<file path="src/rtl/fnd_pkg.sv">
// Shared constants and helpers for the FND scan-bus decoder.
// Glyphs are active-low g..a; select codes are active-low one-hot.
package fnd_pkg;

  localparam logic [6:0] SEG_0 = 7'h40;
  localparam logic [6:0] SEG_1 = 7'h79;
  localparam logic [6:0] SEG_2 = 7'h24;
  localparam logic [6:0] SEG_3 = 7'h30;
  localparam logic [6:0] SEG_4 = 7'h19;
  localparam logic [6:0] SEG_5 = 7'h12;
  localparam logic [6:0] SEG_6 = 7'h02;
  localparam logic [6:0] SEG_7 = 7'h78;
  localparam logic [6:0] SEG_8 = 7'h00;
  localparam logic [6:0] SEG_9 = 7'h10;

  localparam logic [3:0] COM_DIG0  = 4'b1110;
  localparam logic [3:0] COM_DIG1  = 4'b1101;
  localparam logic [3:0] COM_DIG2  = 4'b1011;
  localparam logic [3:0] COM_DIG3  = 4'b0111;
  localparam logic [3:0] COM_BLANK = 4'b1111;

  typedef enum logic {
    IDLE,
    CAPTURE
  } fsm_e;

  function automatic logic [13:0] bcd_to_bin(
    input logic [15:0] d
  );
    return 14'(d[15:12]) * 14'd1000
         + 14'(d[11:8])  * 14'd100
         + 14'(d[7:4])   * 14'd10
         + 14'(d[3:0]);
  endfunction

endpackage

</file>
<file path="src/rtl/fnd_seg_to_bcd.sv">
// Combinational 7-segment (active-low g..a) to BCD decoder.
// Anything that is not a decimal glyph reports valid_o = 0.
module fnd_seg_to_bcd
  import fnd_pkg::*;
(
  input  logic [6:0] seg_i,
  output logic       valid_o,
  output logic [3:0] bcd_o
);

  always_comb begin
    valid_o = 1'b1;
    bcd_o   = 4'd0;
    case (seg_i)
      SEG_0: bcd_o = 4'd0;
      SEG_1: bcd_o = 4'd1;
      SEG_2: bcd_o = 4'd2;
      SEG_3: bcd_o = 4'd3;
      SEG_4: bcd_o = 4'd4;
      SEG_5: bcd_o = 4'd5;
      SEG_6: bcd_o = 4'd6;
      SEG_7: bcd_o = 4'd7;
      SEG_8: bcd_o = 4'd8;
      SEG_9: bcd_o = 4'd9;
      default: valid_o = 1'b0;
    endcase
  end

endmodule

</file>
<file path="src/rtl/fnd_scan_decoder.sv">
// Loopback monitor for the 4-digit FND scan bus: settle, decode, reassemble.
// Define FND_DECODER_DP_CAPTURE_EN to latch decimal points into dp.
module fnd_scan_decoder
  import fnd_pkg::*;
#(
  parameter int SETTLE_CYCLES  = 4,
  parameter int TIMEOUT_CYCLES = 400_000
) (
  input  logic        clk,
  input  logic        rst,
  input  logic [3:0]  fndCom,
  input  logic [7:0]  fndFont,
  output logic [13:0] number,
  output logic [15:0] digits,
  output logic [3:0]  dp,
  output logic        number_valid,
  output logic        decode_err,
  output logic        seq_err
);

  localparam int SW = $clog2(SETTLE_CYCLES + 1);
  localparam int TW = $clog2(TIMEOUT_CYCLES + 1);

  localparam logic [SW-1:0] STL_LAST = SW'(SETTLE_CYCLES - 1);
  localparam logic [SW-1:0] STL_MAX  = SW'(SETTLE_CYCLES);
  localparam logic [TW-1:0] TMO_LAST = TW'(TIMEOUT_CYCLES - 1);

  logic [3:0]    com_q;
  logic [3:0]    pcom_q;
  logic [6:0]    seg_q;
  logic [6:0]    pseg_q;
  logic          dpi_q;
  logic          pdpi_q;
  logic [SW-1:0] stab_q;
  logic [SW-1:0] stab_d;

  logic          onehot;
  logic          same;
  logic          cap;
  logic [1:0]    idx;
  logic          seg_ok;
  logic [3:0]    bcd;

  fsm_e          state_q;
  logic [1:0]    exp_q;
  logic [TW-1:0] tmo_q;
  logic [2:0][3:0] dg_q;
  logic [2:0]    dps_q;

  always_ff @(posedge clk or posedge rst) begin
    if (rst) begin
      com_q  <= COM_BLANK;
      pcom_q <= COM_BLANK;
      seg_q  <= '1;
      pseg_q <= '1;
      stab_q <= '0;
    end else begin
      com_q  <= fndCom;
      pcom_q <= com_q;
      seg_q  <= fndFont[6:0];
      pseg_q <= seg_q;
      stab_q <= stab_d;
    end
  end

`ifdef FND_DECODER_DP_CAPTURE_EN
  always_ff @(posedge clk or posedge rst) begin
    if (rst) begin
      dpi_q  <= 1'b0;
      pdpi_q <= 1'b0;
    end else begin
      dpi_q  <= ~fndFont[7];
      pdpi_q <= dpi_q;
    end
  end
`else
  logic unused_dp;
  assign unused_dp = fndFont[7];
  assign dpi_q     = 1'b0;
  assign pdpi_q    = 1'b0;
`endif

  always_comb begin
    onehot = 1'b1;
    idx    = 2'd0;
    case (com_q)
      COM_DIG0: idx = 2'd0;
      COM_DIG1: idx = 2'd1;
      COM_DIG2: idx = 2'd2;
      COM_DIG3: idx = 2'd3;
      default:  onehot = 1'b0;
    endcase
  end

  assign same = (com_q == pcom_q)
             && (seg_q == pseg_q)
             && (dpi_q == pdpi_q);

  // Saturate one above the fire point so a held digit fires only once.
  always_comb begin
    stab_d = '0;
    if (same && onehot) begin
      if (stab_q == STL_MAX) stab_d = STL_MAX;
      else                   stab_d = stab_q + SW'(1);
    end
  end

  assign cap = onehot && (stab_d == STL_LAST);

  fnd_seg_to_bcd u_seg (
    .seg_i   (seg_q),
    .valid_o (seg_ok),
    .bcd_o   (bcd)
  );

  always_ff @(posedge clk or posedge rst) begin
    if (rst) begin
      state_q      <= IDLE;
      exp_q        <= 2'd0;
      tmo_q        <= '0;
      dg_q         <= '0;
      dps_q        <= '0;
      number       <= '0;
      digits       <= '0;
      dp           <= '0;
      number_valid <= 1'b0;
      decode_err   <= 1'b0;
      seq_err      <= 1'b0;
    end else begin
      number_valid <= 1'b0;
      decode_err   <= 1'b0;
      seq_err      <= 1'b0;
      case (state_q)
        IDLE: begin
          tmo_q <= '0;
          exp_q <= 2'd0;
          if (cap && idx == 2'd0) begin
            if (seg_ok) begin
              dg_q[0]  <= bcd;
              dps_q[0] <= dpi_q;
              exp_q    <= 2'd1;
              state_q  <= CAPTURE;
            end else begin
              decode_err <= 1'b1;
            end
          end
        end
        CAPTURE: begin
          if (cap) begin
            tmo_q <= '0;
            if (!seg_ok) begin
              decode_err <= 1'b1;
              exp_q      <= 2'd0;
              state_q    <= IDLE;
            end else if (idx != exp_q) begin
              seq_err <= 1'b1;
              if (idx == 2'd0) begin
                dg_q[0]  <= bcd;
                dps_q[0] <= dpi_q;
                exp_q    <= 2'd1;
              end else begin
                exp_q   <= 2'd0;
                state_q <= IDLE;
              end
            end else if (exp_q == 2'd3) begin
              number       <= bcd_to_bin({bcd, dg_q[2], dg_q[1], dg_q[0]});
              digits       <= {bcd, dg_q[2], dg_q[1], dg_q[0]};
              dp           <= {dpi_q, dps_q};
              number_valid <= 1'b1;
              exp_q        <= 2'd0;
              state_q      <= IDLE;
            end else begin
              case (exp_q)
                2'd1: begin
                  dg_q[1]  <= bcd;
                  dps_q[1] <= dpi_q;
                end
                2'd2: begin
                  dg_q[2]  <= bcd;
                  dps_q[2] <= dpi_q;
                end
                default: ;
              endcase
              exp_q <= exp_q + 2'd1;
            end
          end else if (tmo_q == TMO_LAST) begin
            seq_err <= 1'b1;
            exp_q   <= 2'd0;
            state_q <= IDLE;
          end else begin
            tmo_q <= tmo_q + TW'(1);
          end
        end
        default: state_q <= IDLE;
      endcase
    end
  end

endmodule

</file>
<file path="config.mk">
export PLATFORM = sky130hd
export DESIGN_NAME = fnd_scan_decoder
export DESIGN_NICKNAME = d
export VERILOG_FILES = /design/src/rtl/fnd_pkg.sv /design/src/rtl/fnd_seg_to_bcd.sv /design/src/rtl/fnd_scan_decoder.sv
export SDC_FILE = /design/constraint.sdc
export NUM_CORES = 1
export LEC_CHECK = 0
export ABC_AREA = 1
export CORE_MARGIN = 3
export CORE_UTILIZATION = 64
export CTS_CLUSTER_DIAMETER = 50
export DETAILED_ROUTE_END_ITERATION = 8
export PLACE_DENSITY_LB_ADDON = 0.05
export SYNTH_ARGS = -nofsm -noshare
export SYNTH_HDL_FRONTEND = slang
export SYNTH_SLANG_ARGS = --single-unit
</file>
<file path="constraint.sdc">
create_clock -name clk -period 16 [get_ports clk]
set_clock_uncertainty 0.1 [all_clocks]
set_input_delay 2.4 -clock clk [delete_from_list [all_inputs] [get_ports clk]]
set_output_delay 2.4 -clock clk [all_outputs]
set_load 0.01 [all_outputs]
</file>
== After elaboration in Yosys (flattened, before gate mapping) ==
Cells that the tools add are included.

* Register bits after elaboration: 94
* Latch bits: 0
* Memory bits (writable): 0
* ROM bits: 0
* Input bits: 14
* Output and inout bits: 37
* Word-level logic and storage cells: 127
* Memories: 0

* Add/subtract/negate cells: 6
* Multipliers: 3
* Divide/modulo/power cells: 0
* Magnitude comparators: 0
* Equal/unequal tests: 30
* Shift-type cells: 0
* Multiplexer cells: 55
* Bitwise gates (word level): 3
* Reductions and logical operators: 12

{| class="wikitable"
|+ Operators by type and width
! operator !! number
|-
| 19-bit 2-to-1 mux || 2
|-
| 19-bit one-hot mux with 2 select lines || 1
|-
| 4-bit one-hot mux with 9 select lines || 1
|-
| 1-bit 2-to-1 mux || 32
|-
| 4-bit 2-to-1 mux || 6
|-
| 7-bit by 5-bit == test with 1-bit output, second input constant || 3
|-
| 7-bit == test, second input constant || 3
|-
| 19-bit by 1-bit adder with 19-bit output, second input constant || 1
|-
| 19-bit == test, second input constant || 1
|-
| 6-bit AND reduction || 3
|-
| 14-bit by 11-bit adder with 14-bit output || 1
|-
| 14-bit by 4-bit adder with 14-bit output || 1
|-
| 14-bit by 8-bit adder with 14-bit output || 1
|-
| 7-bit by 6-bit == test with 1-bit output, second input constant || 2
|-
| 4-bit == test, second input constant || 3
|-
| 4-bit by 7-bit multiplier with 11-bit output, second input constant || 1
|-
| 2-bit 2-to-1 mux || 5
|-
| 10-bit OR reduction || 1
|-
| 4-bit by 5-bit multiplier with 9-bit output, second input constant || 1
|-
| 2-bit inequality test, second input constant || 4
|-
| 4-bit one-hot mux with 2 select lines || 1
|-
| 7-bit by 2-bit == test with 1-bit output, second input constant || 1
|-
| 7-bit == test || 1
|-
| 7-bit zero test || 1
|-
| other kinds (22) || 32
|}

== Depth between registers and ports, before layout ==
* Depth after elaboration: 10
* Gate-level depth with buffers: 31
* Depth with buffers taken out: 31

== Hierarchy ==
Synthesis repeated with hierarchy kept, for this count alone.

* Cell total of the unflattened synthesis: 833
* Area total of the unflattened synthesis: 6,434.9 µm²

{| class="wikitable"
|+ By module, submodules not included
! module !! instances !! cells each !! area an instance (µm²) !! seq. area each (µm²)
|-
| fnd_scan_decoder || 1 || 790 || 6,228.5 || 2,304.7
|-
| fnd_seg_to_bcd || 1 || 43 || 206.4 || 0.0
|}

== Least setup slack after synthesis ==
No wires, ideal clock.

* Path kind: reg2reg
* From: reg seg_q[4]
* To: reg number[12]
* Library setup time: 113 ps
* Arrival time: 4,822 ps
* Path slack: 10,965 ps
* Cell stages (with the launch flop): 25
* Buffers on the path: 0
* Cells stage by stage: dfstp_2 > inv_1 > nand3_1 > nor2_1 > nor2_1 > inv_1 > nor2_1 > inv_1 > ha_1 > fa_1 > inv_1 > fa_1 > o21ai_0 > xor2_1 > ha_1 > ha_1 > ha_1 > inv_1 > nor3_1 > nand3_1 > nand3_1 > xor2_1 > nand4_1 > nand2_1 > inv_1

{| class="wikitable"
|+ RTL lines
! what !! RTL line !! source
|-
| start: declaration || fnd_scan_decoder.sv:30 || <nowiki>logic [6:0] seg_q;</nowiki>
|-
| start signal: assignment || fnd_scan_decoder.sv:60 || <nowiki>seg_q <= fndFont[6:0];</nowiki>
|-
| 7-bit by 5-bit == test with 1-bit output (tied with other cells) || fnd_seg_to_bcd.sv:14 || <nowiki>case (seg_i)</nowiki>
|-
| 4-bit one-hot mux with 9 select lines * || fnd_seg_to_bcd.sv:14 ||
|-
| via bcd[2] || fnd_scan_decoder.sv:42 || <nowiki>logic [3:0] bcd;</nowiki>
|-
| 4-bit by 7-bit multiplier with 11-bit output * || fnd_pkg.sv:30 || <nowiki>return 14'(d[15:12]) * 14'd1000</nowiki>
|-
| 14-bit by 11-bit adder with 14-bit output * || fnd_pkg.sv:31 || <nowiki>+ 14'(d[11:8]) * 14'd100</nowiki>
|-
| 14-bit by 8-bit adder with 14-bit output * || fnd_pkg.sv:32 || <nowiki>+ 14'(d[7:4]) * 14'd10</nowiki>
|-
| 14-bit by 4-bit adder with 14-bit output * || fnd_pkg.sv:33 || <nowiki>+ 14'(d[3:0]);</nowiki>
|-
| end signal: assignment || fnd_scan_decoder.sv:166 || <nowiki>number <= bcd_to_bin({bcd, dg_q[2], dg_q[1], dg_q[0]});</nowiki>
|-
| end: declaration || fnd_scan_decoder.sv:13 || <nowiki>output logic [13:0] number,</nowiki>
|}

The timed path passes the listed nets; every way through them passes the cells marked *.
A chain may end at the register's enable or synchronous reset.

== Final worst setup path ==
* From: reg seg_q[5]
* To: reg number[12]

The elaborated chain is that of the path after synthesis.

==> metrics.txt <==
share of cells above drive strength 1 0.0739; synthesis-stage register bit count 91; CP startpoint kind register; PwrDens 62.8 mW/mm^2; Routed WL 13200 um; Yosys cell types 43; Critical Path End Type register; number of max-slew violations in the final report 0; # Max-Cap Violations 0; Filler cells 751; Critical Path AT 5.87 ns; Core ar. 0.00933 sq mm; RD Place Congestion 0.882; overall track demand over capacity in global routing 0.253; Starting Density 0.667; Buffers on Ports 45; synth top area cells sky130_fd_sc_hd__dfrtp_1, sky130_fd_sc_hd__nand2_1, sky130_fd_sc_hd__ha_1; count of endpoints failing hold in the final timing report 0; via count of the first global-routing pass 5133; hold_buf cts 0; first-pass iteration count of the detailed router 5; maximum root-to-sink buffer count 2; result of the run completed; overall die area 0.0109 sq mm; # IOs 51; site row count 35; post-synthesis cell area 0.00622 sq mm; Syn Inst Count 780; number of enable flip-flop cells after synthesis 0; Final period util 0.357; biggest area consumer among synthesized cells sky130_fd_sc_hd__dfrtp_1; crit path kind reg2reg; Fmax 175 MHz; async set-reset flop share out of synthesis 1.00; clock insertion delay at the later pin of the skew report 0.37 ns; cell with the most instances after synthesis sky130_fd_sc_hd__nand2_1; slew of the pin with the lowest slew margin 0.911 ns; required time of the worst setup path 16.17 ns; DR vias/cell 5.38; Period minus WS final 5.71 ns; Final nets 908; clock tree sinks 91; commonest cells in the netlist sky130_fd_sc_hd__nand2_1, sky130_fd_sc_hd__inv_1, sky130_fd_sc_hd__nor2_1, sky130_fd_sc_hd__dfrtp_1, sky130_fd_sc_hd__ha_1; main flop type after synthesis sky130_fd_sc_hd__dfrtp_1; maximum number of pins on one net before global-route repair 50; residual antenna-violating net count after detailed routing 0; htree depth 3; sequential element share of the synthesized area 0.370; number of DRC violations after detailed routing 0; CTS tree yes; area growth from synthesis to layout 11.4%; final number of setup-violating endpoints 0; mean instance size in the synthesized netlist 7.98 sq um; via count 5133; final antenna diode count 0; Min-Delay Path Class reg2reg; number of CTS-inserted buffers 9; starting DRC count in detailed routing 285; total overflow reported by the global router 0; Warnings, synthesis 0; leakage power figure 0.00377 uW; die width 105 um; CTS root buf sky130_fd_sc_hd__clkbuf_8; WL per Instance 13.8 um; setup repair after global routing missed its margin false; worst max-slew margin expressed relative to the limit 0.391; global-route wire length before repair 23100 um; buffers inserted during post-CTS setup optimization 0; Die Ht 105 um; sum of net half-perimeters after detailed placement 9930 um; final sum of negative setup slack 0 ns; Pwr Total 435 uW; count of instances resized after the clock tree is built 0; area share of the largest cell type after synthesis 0.278; maximum resistive drop on vdd 0.0000356 V; CP max FO 7; clock slew at reported path FFs 0.09 ns; antenna violations before repair 0
cells in the final DEF (no fill, tap or decap), types with 4 or more instances in the layout:
master | Yosys | final
sky130_fd_sc_hd__a21oi_1 | 19 | 19
sky130_fd_sc_hd__clkbuf_8 | 0 | 9
sky130_fd_sc_hd__clkdlybuf4s50_1 | 0 | 45
sky130_fd_sc_hd__conb_1 | 1 | 4
sky130_fd_sc_hd__dfrtp_1 | 69 | 69
sky130_fd_sc_hd__dfstp_2 | 22 | 22
sky130_fd_sc_hd__fa_1 | 17 | 17
sky130_fd_sc_hd__ha_1 | 57 | 57
sky130_fd_sc_hd__inv_1 | 101 | 100
sky130_fd_sc_hd__inv_2 | 6 | 6
sky130_fd_sc_hd__nand2_1 | 217 | 217
sky130_fd_sc_hd__nand3_1 | 39 | 39
sky130_fd_sc_hd__nand4_1 | 48 | 48
sky130_fd_sc_hd__nor2_1 | 77 | 77
sky130_fd_sc_hd__nor3_1 | 12 | 12
sky130_fd_sc_hd__o21ai_0 | 9 | 9
sky130_fd_sc_hd__xnor2_1 | 12 | 12
sky130_fd_sc_hd__xor2_1 | 15 | 15
layer usage:
layer | part of all wire | global-route usage | up-vias | wire length, um
li1 | - | - | 2561 | -
met1 | 0.44 | 0.316 | 2438 | 5770
met2 | 0.50 | 0.442 | 107 | 6640
met3 | 0.039 | 0.0457 | 27 | 518
met4 | 0.021 | 0.0881 | 0 | 279
met5 | 0 | 0 | - | 0
area by class of cell:
class,count,area (sq um),share of cell area
Sequential cell,91,2300,0.333
Clock buffer,9,124,0.0179
Tap cell,129,161,0.0233
Clock inverter,7,75.1,0.0108
Multi-Input combinational cell,560,3380,0.488
Inverter,111,419,0.0605
Timing Repair Buffer,47,465,0.0672
cell families after synthesis:
kind of cell             share of synthesized area
other                                     0.000603
adder cells (fa/ha/maj)                      0.169
flip-flops                                   0.370
XOR/XNOR                                    0.0380
AO/OA/AOI/OAI                               0.0382
buffers and inverters                       0.0881
AND/OR/NAND/NOR                              0.295
registers in the layout (all words and copies together), names as in the netlist, 3 cells and up:
name,count
digits,15
dg_q,12
pseg_q,7
tmo_q,19
pcom_q,4
number,14
com_q,4
stab_q,3
seg_q,7
through the flow:
step / hold slack, ns / area, sq um / instances / util / worst slack, ns
after global routing: 0.304 / 6930 / 954 / 0.743 / 9.65
after detailed placement: 0.281 / 6730 / 938 / 0.722 / 10.27
final: 0.296 / 6930 / 954 / 0.743 / 10.29
after floorplan: 0.254 / 6230 / 783 / - / 10.97
after CTS: 0.295 / 6930 / 954 / 0.743 / 10.23
after global placement: 0.282 / 6730 / 938 / 0.722 / 10.36
path summary, 6_finish.rpt:
| path | cells past startpoint | slack [ns] | from | endpoint |
|---|---|---|---|---|
| hold reg to reg | 0 | 0.30 | com_q[2] | pcom_q[2] |
| hold / removal | 0 | 0.30 | com_q[2] | pcom_q[2] |
| setup reg to reg | 24 | 10.29 | seg_q[5] | number[12] |
| setup / recovery | 24 | 10.29 | seg_q[5] | number[12] |
| min in group asynchronous | 2 | 2.35 | rst | tmo_q[0] |
| max in group asynchronous | 3 | 12.38 | rst | number[12] |
power breakdown:
group	total, uW	switching [uW]	leakage, uW	internal, uW
logic	35.4	23.6	0.00248	11.8
clock network	161	88.3	0.0000923	73.0
registers	239	3.64	0.00120	235
critical path: stages (launching register included):
cell	delay, ns
sky130_fd_sc_hd__dfstp_2	0.60
sky130_fd_sc_hd__inv_1	0.12
sky130_fd_sc_hd__nand3_1	0.09
sky130_fd_sc_hd__nor2_1	0.05
sky130_fd_sc_hd__nor2_1	0.16
sky130_fd_sc_hd__inv_1	0.06
sky130_fd_sc_hd__nor2_1	0.35
sky130_fd_sc_hd__inv_1	0.28
sky130_fd_sc_hd__ha_1	0.37
sky130_fd_sc_hd__fa_1	0.53
sky130_fd_sc_hd__inv_1	0.07
sky130_fd_sc_hd__fa_1	0.46
sky130_fd_sc_hd__o21ai_0	0.29
sky130_fd_sc_hd__xor2_1	0.19
sky130_fd_sc_hd__ha_1	0.25
sky130_fd_sc_hd__ha_1	0.30
sky130_fd_sc_hd__ha_1	0.36
sky130_fd_sc_hd__inv_1	0.07
sky130_fd_sc_hd__nor3_1	0.25
sky130_fd_sc_hd__nand3_1	0.10
sky130_fd_sc_hd__nand3_1	0.11
sky130_fd_sc_hd__xor2_1	0.19
sky130_fd_sc_hd__nand4_1	0.12
sky130_fd_sc_hd__nand2_1	0.08
sky130_fd_sc_hd__inv_1	0.04
(Power assumes the default switching activity.)
